==> config.mk <==
export PLATFORM = sky130hd
export DESIGN_NAME = mul_div_control
export DESIGN_NICKNAME = d
export VERILOG_FILES = /design/src/rtl/cpu_ctrl_pkg.sv /design/src/rtl/ctrl_watchdog.sv /design/src/rtl/mul_div_control.sv
export SDC_FILE = /design/constraint.sdc
export NUM_CORES = 1
export LEC_CHECK = 0
export CORE_ASPECT_RATIO = 1.2
export CORE_MARGIN = 3
export CORE_UTILIZATION = 45
export DETAILED_ROUTE_END_ITERATION = 10
export PLACE_DENSITY_LB_ADDON = 0.15
export SLEW_MARGIN = 25
export SYNTH_ARGS = -nofsm -noshare
export SYNTH_HDL_FRONTEND = slang
export SYNTH_HIERARCHICAL = 1
export SYNTH_SLANG_ARGS = --single-unit
export TNS_END_PERCENT = 30
==> constraint.sdc <==
create_clock -name Clock -period 3.05 [get_ports Clock]
set_clock_uncertainty 0.05 [all_clocks]
set_input_delay 0.61 -clock Clock [delete_from_list [all_inputs] [get_ports Clock]]
set_output_delay 0.61 -clock Clock [all_outputs]
set_load 0.01 [all_outputs]
==> src/rtl/cpu_ctrl_pkg.sv <==
// rtl/cpu_ctrl_pkg.sv - shared state, opcode and timeout definitions for the control sequencer
package cpu_ctrl_pkg;

  typedef enum logic [3:0] {
    S_IDLE  = 4'd0,
    S_T0    = 4'd1,
    S_T1    = 4'd2,
    S_T2    = 4'd3,
    S_T3    = 4'd4,
    S_T4    = 4'd5,
    S_T5    = 4'd6,
    S_T6    = 4'd7,
    S_ABORT = 4'd8
  } state_e;

  localparam logic [4:0] OP_MUL = 5'b01100;
  localparam logic [4:0] OP_DIV = 5'b01101;

  localparam int ALU_TIMEOUT_DEFAULT = 64;

  function automatic logic is_muldiv(input logic [4:0] op);
    return (op == OP_MUL) || (op == OP_DIV);
  endfunction

endpackage

==> src/rtl/ctrl_watchdog.sv <==
// rtl/ctrl_watchdog.sv - loadable saturating up-counter that flags the last permitted wait cycle
module ctrl_watchdog #(
  parameter int LIMIT = 64,
  parameter int W     = $clog2(LIMIT + 1)
) (
  input  logic         clk_i,
  input  logic         rst_i,
  input  logic         clear_i,
  input  logic         enable_i,
  input  logic         load_i,
  input  logic [W-1:0] load_val_i,
  output logic         expired_o
);

  logic [W-1:0] count_q, count_d;

  always_comb begin
    count_d = count_q;
    if (clear_i) begin
      count_d = '0;
    end else if (load_i) begin
      count_d = load_val_i;
    end else if (enable_i && (count_q != W'(LIMIT))) begin
      count_d = count_q + W'(1);
    end
  end

  // High in the cycle whose increment brings the count to LIMIT.
  assign expired_o = enable_i && (count_q == W'(LIMIT - 1));

  always_ff @(posedge clk_i) begin
    if (rst_i) begin
      count_q <= '0;
    end else begin
      count_q <= count_d;
    end
  end

endmodule

==> src/rtl/mul_div_control.sv <==
// rtl/mul_div_control.sv - Moore sequencer driving datapath strobes for MUL/DIV instructions
module mul_div_control
  import cpu_ctrl_pkg::*;
#(
  parameter int ALU_TIMEOUT = ALU_TIMEOUT_DEFAULT
) (
  input  logic       Clock,
  input  logic       Clear,
  input  logic       Run,
  input  logic [4:0] IR_op,
  input  logic       mem_ready,
  input  logic       alu_done,
  output logic       PCout,
  output logic       MARin,
  output logic       IncPC,
  output logic       PCin,
  output logic       Read,
  output logic       MDRin,
  output logic       MDRout,
  output logic       IRin,
  output logic       Gra,
  output logic       Grb,
  output logic       Rout,
  output logic       Yin,
  output logic       ZLowIn,
  output logic       ZHighIn,
  output logic       Zlowout,
  output logic       Zhighout,
  output logic       LOin,
  output logic       HIin,
  output logic [4:0] op_code,
  output logic       alu_start,
  output logic       Busy,
  output logic       Done,
  output logic       Fault
);

  state_e     state_q, state_d;
  logic [4:0] op_reg_q, op_reg_d;
  logic       first_q, first_d;
  logic       wd_expired;

  ctrl_watchdog #(
    .LIMIT(ALU_TIMEOUT)
  ) u_watchdog (
    .clk_i     (Clock),
    .rst_i     (Clear),
    .clear_i   (state_q != S_T4),
    .enable_i  (state_q == S_T4),
    .load_i    (1'b0),
    .load_val_i('0),
    .expired_o (wd_expired)
  );

  always_comb begin
    state_d = state_q;
    case (state_q)
      S_IDLE:  if (Run) state_d = S_T0;
      S_T0:    state_d = S_T1;
      S_T1:    if (mem_ready) state_d = S_T2;
      S_T2:    state_d = S_T3;
      S_T3:    state_d = is_muldiv(IR_op) ? S_T4 : S_ABORT;
      S_T4: begin
        if (alu_done)        state_d = S_T5;
        else if (wd_expired) state_d = S_ABORT;
      end
      S_T5:    state_d = S_T6;
      S_T6:    state_d = S_IDLE;
      S_ABORT: state_d = S_IDLE;
      default: state_d = S_IDLE;
    endcase
  end

  assign op_reg_d = (state_q == S_T3) ? IR_op : op_reg_q;
  // Marks the first cycle of each state so PCin and alu_start fire once per visit.
  assign first_d  = (state_d != state_q);

  always_ff @(posedge Clock) begin
    if (Clear) begin
      state_q  <= S_IDLE;
      op_reg_q <= '0;
      first_q  <= 1'b0;
    end else begin
      state_q  <= state_d;
      op_reg_q <= op_reg_d;
      first_q  <= first_d;
    end
  end

  always_comb begin
    {PCout, MARin, IncPC, PCin, Read, MDRin, MDRout, IRin} = '0;
    {Gra, Grb, Rout, Yin, ZLowIn, ZHighIn, Zlowout, Zhighout, LOin, HIin} = '0;
    op_code   = '0;
    alu_start = 1'b0;
    Done      = 1'b0;
    Fault     = 1'b0;
    Busy      = (state_q != S_IDLE);
    case (state_q)
      S_T0: {PCout, MARin, IncPC} = 3'b111;
      S_T1: begin
        Read  = 1'b1;
        MDRin = 1'b1;
        PCin  = first_q;
      end
      S_T2: {MDRout, IRin} = 2'b11;
      S_T3: {Gra, Rout, Yin} = 3'b111;
      S_T4: begin
        {Grb, Rout, ZLowIn, ZHighIn} = 4'b1111;
        op_code   = op_reg_q;
        alu_start = first_q;
      end
      S_T5:    {Zlowout, LOin} = 2'b11;
      S_T6:    {Zhighout, HIin, Done} = 3'b111;
      S_ABORT: Fault = 1'b1;
      default: ;
    endcase
  end

endmodule

==> flow_summary.yaml, run 1 <==
setup_path:
  cp_max_fo: 16
  r2r_start: "state_q[2]"
  path_class: "flop to primary output"
  crit_required_ps: 2390
  r2r_cells: 8
  end_kind: "primary output"
  startpoint: "state_q[2]"
  worstPathArrival_ps: 2190
  worstSetupStartpointType: "flop"
clocking:
  cts-resized-gates: 0
  clk_latency_ps: 290
  numCtsBuffers: 3
  post-cts-setup-buffers: 0
  clockBufferDepth: 2
  cts_root_buffer: "clkbuf_4"
  cts_tree: "done"
  hold_buffers: 0
  cts.htree.levels: 1
  cts.sinks: 17
  clk_pin_slew_worst_paths_ps: 90
hold_path:
  min_from: "op_reg_q[4]"
  hold_path.class: "flop to flop"
  worstHoldPathCells: 2
synth:
  avgSynthCellArea_um2: 8.17
  ys.flop_type: "dfxtp_1"
  synth_top_area_share_pct: 31.1
  synthCells: 134
  synth_edf_count: 0
  seq_area_frac_synth_pct: 31.1
  ys_seq_elements: 17
  yosysTopAreaCell: "dfxtp_1"
  synth-async-reset-ratio_pct: 0
  ys_types: 46
  synth_area_um2: 1090
  ys_warn_count: 6
  synth.top_cells.by_area: "dfxtp_1 (31%), buf_4 (6.9%), mux2i_1 (5.5%)"
floorplan:
  die-area_um2: 3060
  initial_core_util_pct: 50.1
  ioPinCount: 37
  core_area_um2: 2180
  die_w_um: 51.0
  rows: 18
  fp.dieH_um: 60.0
detailed_routing:
  wl_per_cell_um: 11.7
  routed_wirelength_mm: 2.36
  drt-vias-per-instance: 5.03
  detail-route-antenna-nets: 0
  drc_errors: 0
  firstDrtPassIters: 4
  vias: 1011
  drt_iter0_drc: 16
place:
  gp_congestion: 0.834
  io_buffers: 36
  dp_hpwl_mm: 1.80
  dp.cells: 197
  place_ws_ps: 517
pwr:
  leakage_nw: 0.526
  powerDensity_nw_per_um2: 339
  vdd_ir_drop_max_mv: 0.331
run:
  maxCapViolations: 0
grt:
  grtUsageTotal_pct: 17.0
  antenna_found_initial: 0
  first_global_vias: 938
  grt_pass1_wl_mm: 4.05
  gr-total-overflow: 0
  grt_max_degree: 17
final_layout:
  diodes: 0
  fin_nets: 184
  drive_above_1_share_pct: 8.77
  multi_input_area_um2: 672
  fillCellCount: 202
  syn2layout_area_growth_pct: 34.5
  regArea_um2: 340
  finalNonFillerCells: 201
timing:
  setup_viol: 0
  setup_ws_ps: 198
  slew_viol_final: 0
  rsz0062_at_grt: "no"
  fin_setup_tns_ps: 0
  finalCritPeriodShare_pct: 93.5
  max_freq_ghz: 0.351
  final_hold_viol_count: 0
  period_needed_ps: 2850
run_status:
  status: "finished clean"
==> kinds of logic after synthesis <==
logic type | Yosys count | synth area share [%]
buf+inv | 22 | 12.2
xor+xnor | 4 | 3.20
mux | 7 | 6.51
fa+ha+maj | 2 | 2.29
compound gates | 23 | 14.3
flops | 17 | 31.1
simple gates | 58 | 30.1
other cells | 1 | 0.343
==> worst max-delay path: stages (launching register included) <==
cell and delay, ps:
dfxtp_1 600, nand2b_4 100, or3b_4 410, clkinv_4 120, and2_1 140, clkdlybuf4s50_1 530
==> cells in the mapped netlist, types with 2 or more instances <==
library cell,instances
nand4_1,2
ha_1,2
xnor2_1,3
nor2b_1,3
nor4b_1,3
and3_1,2
o21ai_0,4
dfxtp_1,17
mux2i_1,6
clkbuf_1,3
nor3_1,4
a21oi_1,8
o21a_1,2
buf_4,10
and2_1,7
nor2_1,14
nand2_1,9
nand2b_1,4
inv_1,4
==> layer usage <==
layer	vias up	GRT usage (%)	part of all wire, %
met5	-	0	0
met1	462	19.2	44
met3	2	1.75	6.1
li1	520	-	-
met2	27	32.0	50
met4	0	6.92	0.34
==> area by class of cell <==
type / count / share of cell area [%]
Multi-Input combinational cell: 107 / 45.6
Timing Repair Buffer: 37 / 25.0
Sequential cell: 17 / 23.1
Tap cell: 30 / 2.55
Inverter: 6 / 1.87
Clock buffer: 3 / 1.53
Clock inverter: 1 / 0.340
==> metrics by stage <==
step,hold slack [ps],util [%],total power [mW],cell area [um^2]
floorplan,402,-,0.333,1140
global placement,421,66.2,0.382,1450
detailed placement,425,66.2,0.384,1450
CTS,452,67.4,0.507,1470
global route,491,67.4,0.529,1470
finish,445,67.4,0.499,1470
==> registers in the layout (all words and copies together), names as in the netlist <==
register	flops
u_watchdog/count_q	7
op_reg_q	5
state_q	4
first_q	1
==> final timing paths <==
kind,endpoint,slack [ps]
min,op_reg_q[4],450
max,op_code[1],200
min reg2reg,op_reg_q[4],450
max reg2reg,state_q[2],650
==> placed cells by master (no fill, tap or decap), types with 3 or more instances in the layout <==
cell             Yosys  layout
a21oi_1              8       8
and2_1               7       7
clkbuf_4             0       3
clkdlybuf4s50_1      0      36
conb_1               1      13
dfxtp_1             17      17
inv_1                4       4
mux2i_1              6       6
nand2_1              9       9
nand2b_1             4       4
nor2_1              14      14
nor2b_1              3       3
nor3_1               4       4
o21ai_0              4       4
xnor2_1              3       3
==> power breakdown <==
part           total [mW]  switching (mW)  internal [mW]  leakage (nW)
Clock               0.120          0.0711         0.0487        0.0177
Sequential          0.253          0.0201          0.233         0.138
Combinational       0.126          0.0523         0.0740         0.370
Power figures use the tool's default switching activity.
==> run 2, diff against run 1 <==
--- a/config.mk
+++ b/config.mk
@@ -11,4 +11,5 @@
 export DETAILED_ROUTE_END_ITERATION = 10
 export PLACE_DENSITY_LB_ADDON = 0.15
+export SETUP_SLACK_MARGIN = 0.02
 export SLEW_MARGIN = 25
 export SYNTH_ARGS = -nofsm -noshare
--- a/constraint.sdc
+++ b/constraint.sdc
@@ -3,3 +3,3 @@
 set_input_delay 0.61 -clock Clock [delete_from_list [all_inputs] [get_ports Clock]]
 set_output_delay 0.61 -clock Clock [all_outputs]
-set_load 0.01 [all_outputs]
+set_load 0.1 [all_outputs]
==> flow_summary.yaml, run 2 (synthesized netlist as in run 1, its figures left out) <==
run_status:
  status: "finished clean"
clocking:
  cts.sinks: 17
  cts-resized-gates: 0
  cts_tree: "done"
  numCtsBuffers: 3
  cts_root_buffer: "clkbuf_4"
  hold_buffers: 0
  post-cts-setup-buffers: 0
  cts.htree.levels: 1
  clk_pin_slew_worst_paths_ps: 100
  clk_latency_ps: 280
  clockBufferDepth: 2
setup_path:
  crit_required_ps: 2390
  end_kind: "primary output"
  endpoint: "op_code[3]"
  cp_max_fo: 16
  startpoint: "state_q[2]"
  r2r_cells: 8
  worstSetupStartpointType: "flop"
  rr_endpoint: "state_q[2]"
  path_class: "flop to primary output"
  reg2reg_slack_ps: 600
  r2r_start: "state_q[2]"
  worstPathArrival_ps: 1940
timing:
  rsz0062_at_grt: "no"
  setup_viol: 0
  period_needed_ps: 2600
  max_freq_ghz: 0.385
  finalCritPeriodShare_pct: 85.1
  worstMarginPinSlew_ps: 502
  fin_setup_tns_ps: 0
  setup_ws_ps: 455
  relSlewSlack_pct: 66.5
  slew_viol_final: 0
  final_hold_viol_count: 0
final_layout:
  mostFrequentLayoutCell: "buf_4"
  drive_above_1_share_pct: 25.7
  fin_nets: 184
  syn2layout_area_growth_pct: 36.7
  finalNonFillerCells: 201
  reg_top3: "u_watchdog/count_q (7), op_reg_q (5), state_q (4)"
  layout_common_cells: "buf_4 (22), dfxtp_1 (17), nor2_1 (14), conb_1 (13)"
  largest_register: "u_watchdog/count_q"
  largest_reg_flops: 7
  diodes: 0
place:
  gp_congestion: 0.800
  io_buffers: 36
  place_ws_ps: 610
  dp_hpwl_mm: 1.85
  dp.cells: 197
floorplan:
  core_area_um2: 2180
  ioPinCount: 37
  rows: 18
  die_w_um: 51.0
  die-area_um2: 3060
  initial_core_util_pct: 50.1
  fp.dieH_um: 60.0
grt:
  grt_pass1_wl_mm: 4.05
  first_global_vias: 935
  grt_max_degree: 17
  antenna_found_initial: 0
  gr-total-overflow: 0
  grtUsageTotal_pct: 16.9
pwr:
  vdd_ir_drop_max_mv: 0.303
  leakage_nw: 0.600
  powerDensity_nw_per_um2: 426
hold_path:
  hold_path.class: "flop to flop"
  worstHoldPathCells: 2
run:
  maxCapViolations: 0
detailed_routing:
  firstDrtPassIters: 4
  drt_iter0_drc: 20
  routed_wirelength_mm: 2.34
  detail-route-antenna-nets: 0
  drc_errors: 0
  drt-vias-per-instance: 4.93
  wl_per_cell_um: 11.6
  vias: 991
run 2: changes by cell type in the layout (fill, tap and decap cells not counted), sizes merged:
| cell | delta |
|---|---|
| clkbuf | +1 |
| clkdlybuf4s50 | -27 |
| buf | +27 |
| clkinv | -1 |
run 2: per-layer routing:
layer | global-route usage (%) | vias to the layer above | wire length (um)
li1 | - | 512 | -
met1 | 21.5 | 446 | 1040
met2 | 28.9 | 31 | 1140
met3 | 2.99 | 2 | 142
met4 | 5.00 | 0 | 9
met5 | 0 | - | 0
run 2: per-stage QoR:
step	total power, mW	instance area [um^2]	hold slack [ps]	util, %
global route	0.666	1500	494	68.5
global placement	0.521	1470	415	67.3
floorplan	0.480	1160	402	-
finish	0.637	1500	463	68.5
detailed placement	0.523	1470	435	67.3
CTS	0.643	1500	464	68.5
run 2: critical path: stages, from the launching register on:
cell	delay (ps)
dfxtp_1	640
nand2b_4	100
or3b_4	410
clkinv_4	120
and2_1	190
buf_12	180
run 2: how the worst min path moves through the flow:
stage                            from     endpoint
final                     op_reg_q[0]  op_reg_q[0]
after global routing      op_reg_q[3]  op_reg_q[3]
after CTS                 op_reg_q[2]  op_reg_q[2]
after detailed placement  op_reg_q[0]  op_reg_q[0]
after global placement    op_reg_q[4]  op_reg_q[4]
after floorplan           op_reg_q[0]  op_reg_q[0]
run 2: report_power, final:
group / total (mW) / internal (mW) / switching, mW
Combinational: 0.263 / 0.0680 / 0.195
Sequential: 0.255 / 0.233 / 0.0222
Clock: 0.119 / 0.0507 / 0.0686
Total: 0.637 / 0.351 / 0.286
run 2: layout make-up:
type | count | area, um^2
fill | 198 | 688
clock buffer | 4 | 26.3
tap | 30 | 37.5
sequential | 17 | 340
multi-input combinational | 107 | 689
inverter | 6 | 27.5
timing repair buffer | 37 | 375
